File: config.mk
export PLATFORM = sky130hd
export DESIGN_NAME = carry_reduce_pipe
export DESIGN_NICKNAME = d
export VERILOG_FILES = /design/src/rtl/carry_reduce_pkg.sv /design/src/rtl/carry_reduce_level.sv /design/src/rtl/carry_reduce_pipe.sv
export SDC_FILE = /design/constraint.sdc
export NUM_CORES = 1
export LEC_CHECK = 0
export ABC_AREA = 1
export CAP_MARGIN = 20
export CORE_MARGIN = 4
export CORE_UTILIZATION = 25
export CTS_CLUSTER_SIZE = 24
export DETAILED_ROUTE_END_ITERATION = 8
export PLACE_DENSITY = 0.4
export SLEW_MARGIN = 20
export SYNTH_ARGS = -nofsm -noshare
export SYNTH_HDL_FRONTEND = slang
export SYNTH_SLANG_ARGS = --single-unit
File: constraint.sdc
create_clock -name clk -period 1.45 [get_ports clk]
set_input_delay 0.435 -clock clk [delete_from_list [all_inputs] [get_ports clk]]
set_output_delay 0.435 -clock clk [all_outputs]
set_load 0.02 [all_outputs]
File: src/rtl/carry_reduce_pkg.sv
// carry_reduce_pkg: mode encodings and elaboration-time helpers
// for the pipelined wide bit-reduction tree (level count, widths, bus offsets).
package carry_reduce_pkg;

    localparam logic [1:0] MODE_AND = 2'd0;
    localparam logic [1:0] MODE_OR  = 2'd1;
    localparam logic [1:0] MODE_XOR = 2'd2;
    localparam logic [1:0] MODE_NOR = 2'd3;

    // Number of CHUNK-input levels needed to reduce width bits to one.
    function automatic int clog_chunk(input int width, input int chunk);
        int w;
        int n;
        w = width;
        n = 0;
        for (int i = 0; i < 64; i++) begin
            if (w > 1) begin
                w = (w + chunk - 1) / chunk;
                n = n + 1;
            end
        end
        return n;
    endfunction

    // Word width after k tree levels (k = 0 is the input word).
    function automatic int level_width(input int width, input int chunk, input int k);
        int w;
        w = width;
        for (int i = 0; i < 64; i++) begin
            if (i < k) begin
                w = (w + chunk - 1) / chunk;
            end
        end
        return w;
    endfunction

    // Offset of level k inside the flat bus holding every level back to back.
    function automatic int level_offset(input int width, input int chunk, input int k);
        int off;
        off = 0;
        for (int j = 0; j < 64; j++) begin
            if (j < k) begin
                off = off + level_width(width, chunk, j);
            end
        end
        return off;
    endfunction

    // Identity element used to fill a partial group.
    function automatic logic pad_bit(input logic [1:0] mode);
        return (mode == MODE_AND);
    endfunction

endpackage

File: src/rtl/carry_reduce_level.sv
// carry_reduce_level: one registered tree level, reducing groups of CHUNK bits.
// Ports: clk, rst, ce, i_valid/i_mode/i_dat (IN_W) in; o_valid/o_mode/o_dat (ceil(IN_W/CHUNK)) out.
module carry_reduce_level
    import carry_reduce_pkg::*;
#(
    parameter int IN_W   = 4,
    parameter int CHUNK  = 4,
    parameter int METHOD = 4,
    parameter bit LAST   = 1'b0,
    localparam int OUT_W = (IN_W + CHUNK - 1) / CHUNK
) (
    input  logic             clk,
    input  logic             rst,
    input  logic             ce,
    input  logic             i_valid,
    input  logic [1:0]       i_mode,
    input  logic [IN_W-1:0]  i_dat,
    output logic             o_valid,
    output logic [1:0]       o_mode,
    output logic [OUT_W-1:0] o_dat
);

    localparam int PAD_W = OUT_W * CHUNK;

    logic [PAD_W-1:0] w_pad;
    logic [OUT_W-1:0] w_red;
    logic             r_valid;
    logic [1:0]       r_mode;
    logic [OUT_W-1:0] r_dat;

    always_comb begin
        w_pad = {PAD_W{pad_bit(i_mode)}};
        w_pad[IN_W-1:0] = i_dat;
    end

    // METHOD 4 writes AND/OR as mux chains so the tools can map them onto
    // carry logic; otherwise plain gates. XOR is always plain gates.
    always_comb begin
        logic v_and;
        logic v_or;
        logic v_xor;
        logic v_b;
        w_red = '0;
        v_and = 1'b1;
        v_or  = 1'b0;
        v_xor = 1'b0;
        v_b   = 1'b0;
        for (int g = 0; g < OUT_W; g++) begin
            v_and = 1'b1;
            v_or  = 1'b0;
            v_xor = 1'b0;
            for (int c = 0; c < CHUNK; c++) begin
                v_b = w_pad[g*CHUNK+c];
                if (METHOD == 4) begin
                    v_and = v_b ? v_and : 1'b0;
                    v_or  = v_b ? 1'b1 : v_or;
                end else begin
                    v_and = v_and & v_b;
                    v_or  = v_or | v_b;
                end
                v_xor = v_xor ^ v_b;
            end
            case (i_mode)
                MODE_AND: w_red[g] = v_and;
                MODE_XOR: w_red[g] = v_xor;
                // NOR runs as an OR tree; only the last level inverts.
                MODE_NOR: w_red[g] = LAST ? ~v_or : v_or;
                default:  w_red[g] = v_or;
            endcase
        end
    end

    always_ff @(posedge clk) begin
        if (rst) begin
            r_valid <= 1'b0;
            r_mode  <= MODE_AND;
            r_dat   <= '0;
        end else if (ce) begin
            r_valid <= i_valid;
            r_mode  <= i_mode;
            r_dat   <= w_red;
        end
    end

    assign o_valid = r_valid;
    assign o_mode  = r_mode;
    assign o_dat   = r_dat;

endmodule

File: src/rtl/carry_reduce_pipe.sv
// carry_reduce_pipe: pipelined WIDTH-bit AND/OR/XOR/NOR reduction, latency 1+LEVELS.
// Ports: clk, rst, ce, in_valid, in_mode[1:0], dat_i[WIDTH] in; out_valid, out_mode[1:0], out.
module carry_reduce_pipe
    import carry_reduce_pkg::*;
#(
    parameter int WIDTH  = 64,
    parameter int CHUNK  = 4,
    parameter int METHOD = 4
) (
    input  logic             clk,
    input  logic             rst,
    input  logic             ce,
    input  logic             in_valid,
    input  logic [1:0]       in_mode,
    input  logic [WIDTH-1:0] dat_i,
    output logic             out_valid,
    output logic [1:0]       out_mode,
    output logic             out
);

    localparam int LEVELS = clog_chunk(WIDTH, CHUNK);
    localparam int TOT_W  = level_offset(WIDTH, CHUNK, LEVELS + 1);

    // Every level's word sits in one flat bus; level k at level_offset(k).
    logic [TOT_W-1:0] w_bus;
    logic             w_valid [0:LEVELS];
    logic [1:0]       w_mode  [0:LEVELS];

    logic             r_valid;
    logic [1:0]       r_mode;
    logic [WIDTH-1:0] r_dat;

    always_ff @(posedge clk) begin
        if (rst) begin
            r_valid <= 1'b0;
            r_mode  <= MODE_AND;
            r_dat   <= '0;
        end else if (ce) begin
            r_valid <= in_valid;
            r_mode  <= in_mode;
            r_dat   <= dat_i;
        end
    end

    assign w_bus[WIDTH-1:0] = r_dat;
    assign w_valid[0]       = r_valid;
    assign w_mode[0]        = r_mode;

    for (genvar k = 0; k < LEVELS; k++) begin : g_lvl
        localparam int IW = level_width(WIDTH, CHUNK, k);
        localparam int OW = level_width(WIDTH, CHUNK, k + 1);
        localparam int IO = level_offset(WIDTH, CHUNK, k);
        localparam int OO = level_offset(WIDTH, CHUNK, k + 1);

        carry_reduce_level #(
            .IN_W   (IW),
            .CHUNK  (CHUNK),
            .METHOD (METHOD),
            .LAST   (k == LEVELS - 1)
        ) u_lvl (
            .clk     (clk),
            .rst     (rst),
            .ce      (ce),
            .i_valid (w_valid[k]),
            .i_mode  (w_mode[k]),
            .i_dat   (w_bus[IO +: IW]),
            .o_valid (w_valid[k+1]),
            .o_mode  (w_mode[k+1]),
            .o_dat   (w_bus[OO +: OW])
        );
    end

    assign out_valid = w_valid[LEVELS];
    assign out_mode  = w_mode[LEVELS];
    assign out       = w_bus[TOT_W-1];

endmodule

=== Word level (Yosys, flattened, before mapping) ===
Cells that the tools add are included.

* Equality and inequality tests: 4
* Mux-type cells: 168
* Bitwise gates (word level): 64
* Reductions and logical operators: 3

{| class="wikitable"
|+ Operators with widths
! operator !! number
|-
| $mux W1 || 147
|-
| $xor A1 B1 Y1 || 63
|-
| $pmux W1 S2 || 20
|-
| $eq A2 B2 Y1 const B || 4
|-
| $logic_not A2 Y1 || 3
|-
| $pmux W1 S3 || 1
|-
| $not A1 Y1 || 1
|}

* Bits in registers: 97
* Bits of input ports: 70
* Output and inout port bits: 4
* Word-level logic and storage cells: 251

=== Depth between registers and ports, before layout ===
* Word-level depth: 6
* Gate-level depth with buffers: 10
* Depth with buffers taken out: 10

=== Hierarchy ===
From an unflattened synthesis, not the netlist that was laid out.

* Cells, all modules: 872
* Area total of the unflattened synthesis: 5688.0 µm²

{| class="wikitable"
|+ Modules (own cells, without submodules)
! module !! instances !! cells an instance !! area an instance (µm²) !! seq. area each (µm²)
|-
| carry_reduce_pipe || 1 || 425 || 2757.6 || 1341.3
|-
| carry_reduce_level at g_lvl[0].u_lvl || 1 || 298 || 2013.2 || 380.4
|-
| carry_reduce_level at g_lvl[1].u_lvl || 1 || 109 || 658.1 || 140.1
|-
| carry_reduce_level at g_lvl[2].u_lvl || 1 || 40 || 259.0 || 80.1
|}

=== Least setup slack after synthesis ===
No wires, ideal clock.

* Path type: input to register
* Start point: input port ce
* End point: register g_lvl[0].u_lvl.r_dat[10]
* Library setup time: 0.120 ns
* Data arrival time: 1.086 ns
* Data required time: 1.330 ns
* Setup slack: 0.244 ns
* Stages on the path: 7
* Buffers on the path: 2
* Cell sequence: buf_4 > inv_4 > nor2_2 > inv_2 > buf_6 > a21oi_1 > a21oi_1

{| class="wikitable"
|+ RTL lines
! element !! RTL line !! RTL
|-
| from (decl) || carry_reduce_pipe.sv:12 || <nowiki>input logic ce,</nowiki>
|-
| to (signal assigned) || carry_reduce_level.sv:81 || <nowiki>r_dat <= w_red;</nowiki>
|-
| to (decl) || carry_reduce_level.sv:29 || <nowiki>logic [OUT_W-1:0] r_dat;</nowiki>
|}

=== Final worst setup path ===
* Start point: register g_lvl[2].u_lvl.r_mode[0]
* End point: output port out_mode[0]

{| class="wikitable"
|+ RTL lines
! element !! RTL line !! RTL
|-
| from (decl) || carry_reduce_level.sv:28 || <nowiki>logic [1:0] r_mode;</nowiki>
|-
| from (signal assigned) || carry_reduce_level.sv:80 || <nowiki>r_mode <= i_mode;</nowiki>
|-
| to (decl) || carry_reduce_pipe.sv:17 || <nowiki>output logic [1:0] out_mode,</nowiki>
|}

No word-level cell between the ends.

==> results.toml <==
[floorplanning]
die_h_um = 150
initial_core_util_pct = 25.6
coreArea_um2 = 19700
rows = 51
die_w_um = 150
io_pins = 74
fp.dieArea_um2 = 22500

[detailed_routing]
avgViaCountPerCell = 4.45
vias = 4359
detail-route-antenna-nets = 0
drtIter0Drc = 177
dr.pass1.iters = 4
totalWireLength_um = 12300
drc = 0
wl_per_cell_um = 12.6

[global_route]
antenna_found_initial = 0
grt_pass1_vias = 4414
grt_pass1_wl_um = 20600
grt_max_degree = 58
grt_util_all_layers_pct = 11.4
overflow = 0

[job]
cap_violations = 0

[critical_path]
worstSetupPathType = "reg2out"
path_buf_inv = 1
r2r_setup_slack_ns = 0.19
worstSetupEndpointType = "output port"
required_ns = 1.02
reg2reg_to = "g_lvl[2].u_lvl.o_dat"
r2r_cells = 10
crit_fanout = 2
cp_slowest_cell = "dfxtp_1"
cp_top_family = "flip-flops"
cp-start-kind = "register"
crit_chain = "clkdlybuf4s15_2"
crit_arrival_ns = 0.98
r2r-start = "g_lvl[1].u_lvl.o_dat[0]"
crit_start = "g_lvl[2].u_lvl.o_mode[0]"
cpPeakStageDelay_ns = 0.36

[worst_hold_path]
hold_depth = 2
min_to = "r_dat[17]"
hold_class = "reg2reg"
hp-start = "r_dat[17]"

[clock_network]
cts_buffers = 9
cts_sinks = 97
cts.clk_slew.worst_paths_ns = 0.07
cts_root_buf = "clkbuf_16"
post_cts_buffers = 0
ctsResizeCount = 11
hold_buffers = 0
cts_tree = "done"
cts_buffer_depth = 2
htreeDepth = 3
clock_latency_ns = 0.35

[placed_design]
post-place-ws_ns = -0.163
routabilityCongestion = 0.755
hpwl_um = 8380
dpl.cell_count = 963
portBuffers = 73

[timing]
finalSetupTns_ns = 0
hold_ws_ns = 0.482
fmax_ghz = 0.706
fin_worst_skew_ns = 0.00487
fin_crit_sh_pct = 97.6
slew_headroom_pct = 71.0
hold_violations = 0
finalSetupViolations = 0
worst_slack_ns = 0.0344
min_period_ns = 1.42
drv_slew = 0
rsz0062_at_grt = "no"
tightest_slew_ns = 0.434

[synth]
yosys_warnings = 0
yosysSeqAreaShare_pct = 38.6
syn-num-nets = 759
synth_cell_types = 23
synth-edff-count = 0
synth-main-ff-cell = "dfxtp_1"
syn_inst = 647
avgSynthCellArea_um2 = 7.78
netlist_area_um2 = 5030
yosys_register_bits = 97
async_flop_share_pct = 0

[finish]
final_nets = 821
final_core_util_pct = 32.5
synthToLayoutAreaGrowth_pct = 26.9
drive_gt1_share_pct = 7.28
multi_input_area_um2 = 2540
insertedDiodeCount = 0
fillers = 2134
regArea_um2 = 1940
finalNonFillerCells = 979

[power_and_ir_drop]
p_leak_nw = 2.60
ir_drop_uv = 548
cellPowerDensity_nw_per_um2 = 1040

[status]
status = "finished clean"
placed cells by master, fill, tap and decap left out, types with 2 or more instances in the layout:
cell	Yosys	final
a21oi_1	111	111
dfxtp_1	97	97
inv_1	91	91
o21ai_0	82	82
clkdlybuf4s50_1	0	68
nand2_1	47	47
nand3_1	42	42
ha_1	42	42
nand4_1	23	23
a21o_1	20	20
nor2_1	15	15
o21ai_1	12	12
nor3b_2	10	10
nor3b_1	10	10
clkbuf_16	0	9
buf_12	0	7
buf_4	4	5
inv_2	4	4
clkbuf_8	0	3
nor2_2	2	2
a211oi_1	2	2
clkinvlp_4	0	2
buf_2	14	2
clkdlybuf4s15_2	0	2
worst max path at each step:
| stage | to | cells after the start |
|---|---|---|
| 2_1_floorplan | g_lvl[0].u_lvl.o_dat[10] | 7 |
| 3_5_place_dp | r_dat[14] | 5 |
| 5_1_grt | out_mode[0] | 1 |
| 3_3_place_gp | g_lvl[0].u_lvl.o_dat[4] | 5 |
| 6_report | out_mode[0] | 1 |
| 4_1_cts | out_valid | 1 |
per-stage QoR:
step / instance area, um2 / total power [W]
2_1_floorplan: 5030 / 0.00377
3_3_place_gp: 6080 / 0.00420
3_5_place_dp: 6080 / 0.00422
4_1_cts: 6400 / 0.00681
5_1_grt: 6390 / 0.00707
6_report: 6390 / 0.00667
where the power goes:
| part | internal [W] | total [W] | switching [W] |
|---|---|---|---|
| sequential | 0.00286 | 0.00297 | 0.000114 |
| clock | 0.00148 | 0.00253 | 0.00105 |
| combinational | 0.000545 | 0.00116 | 0.000618 |
| total | 0.00488 | 0.00667 | 0.00178 |
cells in the mapped netlist, types with 14 or more instances:
| master | n | area, um2 |
|---|---|---|
| a21oi_1 | 111 | 556 |
| dfxtp_1 | 97 | 1940 |
| inv_1 | 91 | 342 |
| o21ai_0 | 82 | 410 |
| nand2_1 | 47 | 176 |
| ha_1 | 42 | 526 |
| nand3_1 | 42 | 210 |
| nand4_1 | 23 | 144 |
| a21o_1 | 20 | 150 |
| nor2_1 | 15 | 56.3 |
| buf_2 | 14 | 70.1 |
final cells by class:
| cell class | count | area share (%) |
|---|---|---|
| well taps | 265 | 5.19 |
| clock inverters | 4 | 0.784 |
| clock buffers | 12 | 4.17 |
| multi-input cells | 420 | 39.7 |
| inverters | 96 | 5.68 |
| repair buffers | 85 | 14.0 |
| flip-flops and latches | 97 | 30.4 |
per-layer routing:
layer | GRT usage, % | routed length, um | part of all wire (%) | vias up
met3 | 3.03 | 483 | 3.9 | 9
met4 | 3.84 | 159 | 1.3 | 0
met1 | 14.1 | 5970 | 48 | 1970
met2 | 19.3 | 5720 | 46 | 59
met5 | 0 | 0 | 0 | -
li1 | - | - | - | 2321
flip-flops by register name, summed over array words and instances, names as in the netlist:
name	cells
r_valid	1
r_mode	2
r_dat	64
g_lvl.u_lvl.o_valid	3
g_lvl.u_lvl.o_mode	6
g_lvl.u_lvl.o_dat	21
cell families (layout without fill, tap and decap cells):
group,after synthesis,in the layout,share of synthesized area (%)
buffers and inverters,130,197,11.0
flip-flops,97,97,38.6
AND/OR/NAND/NOR,151,151,16.3
adder cells (fa/ha/maj),42,42,10.4
AO/OA/AOI/OAI,227,227,23.7
No activity file was read; power rests on OpenSTA's default activity.
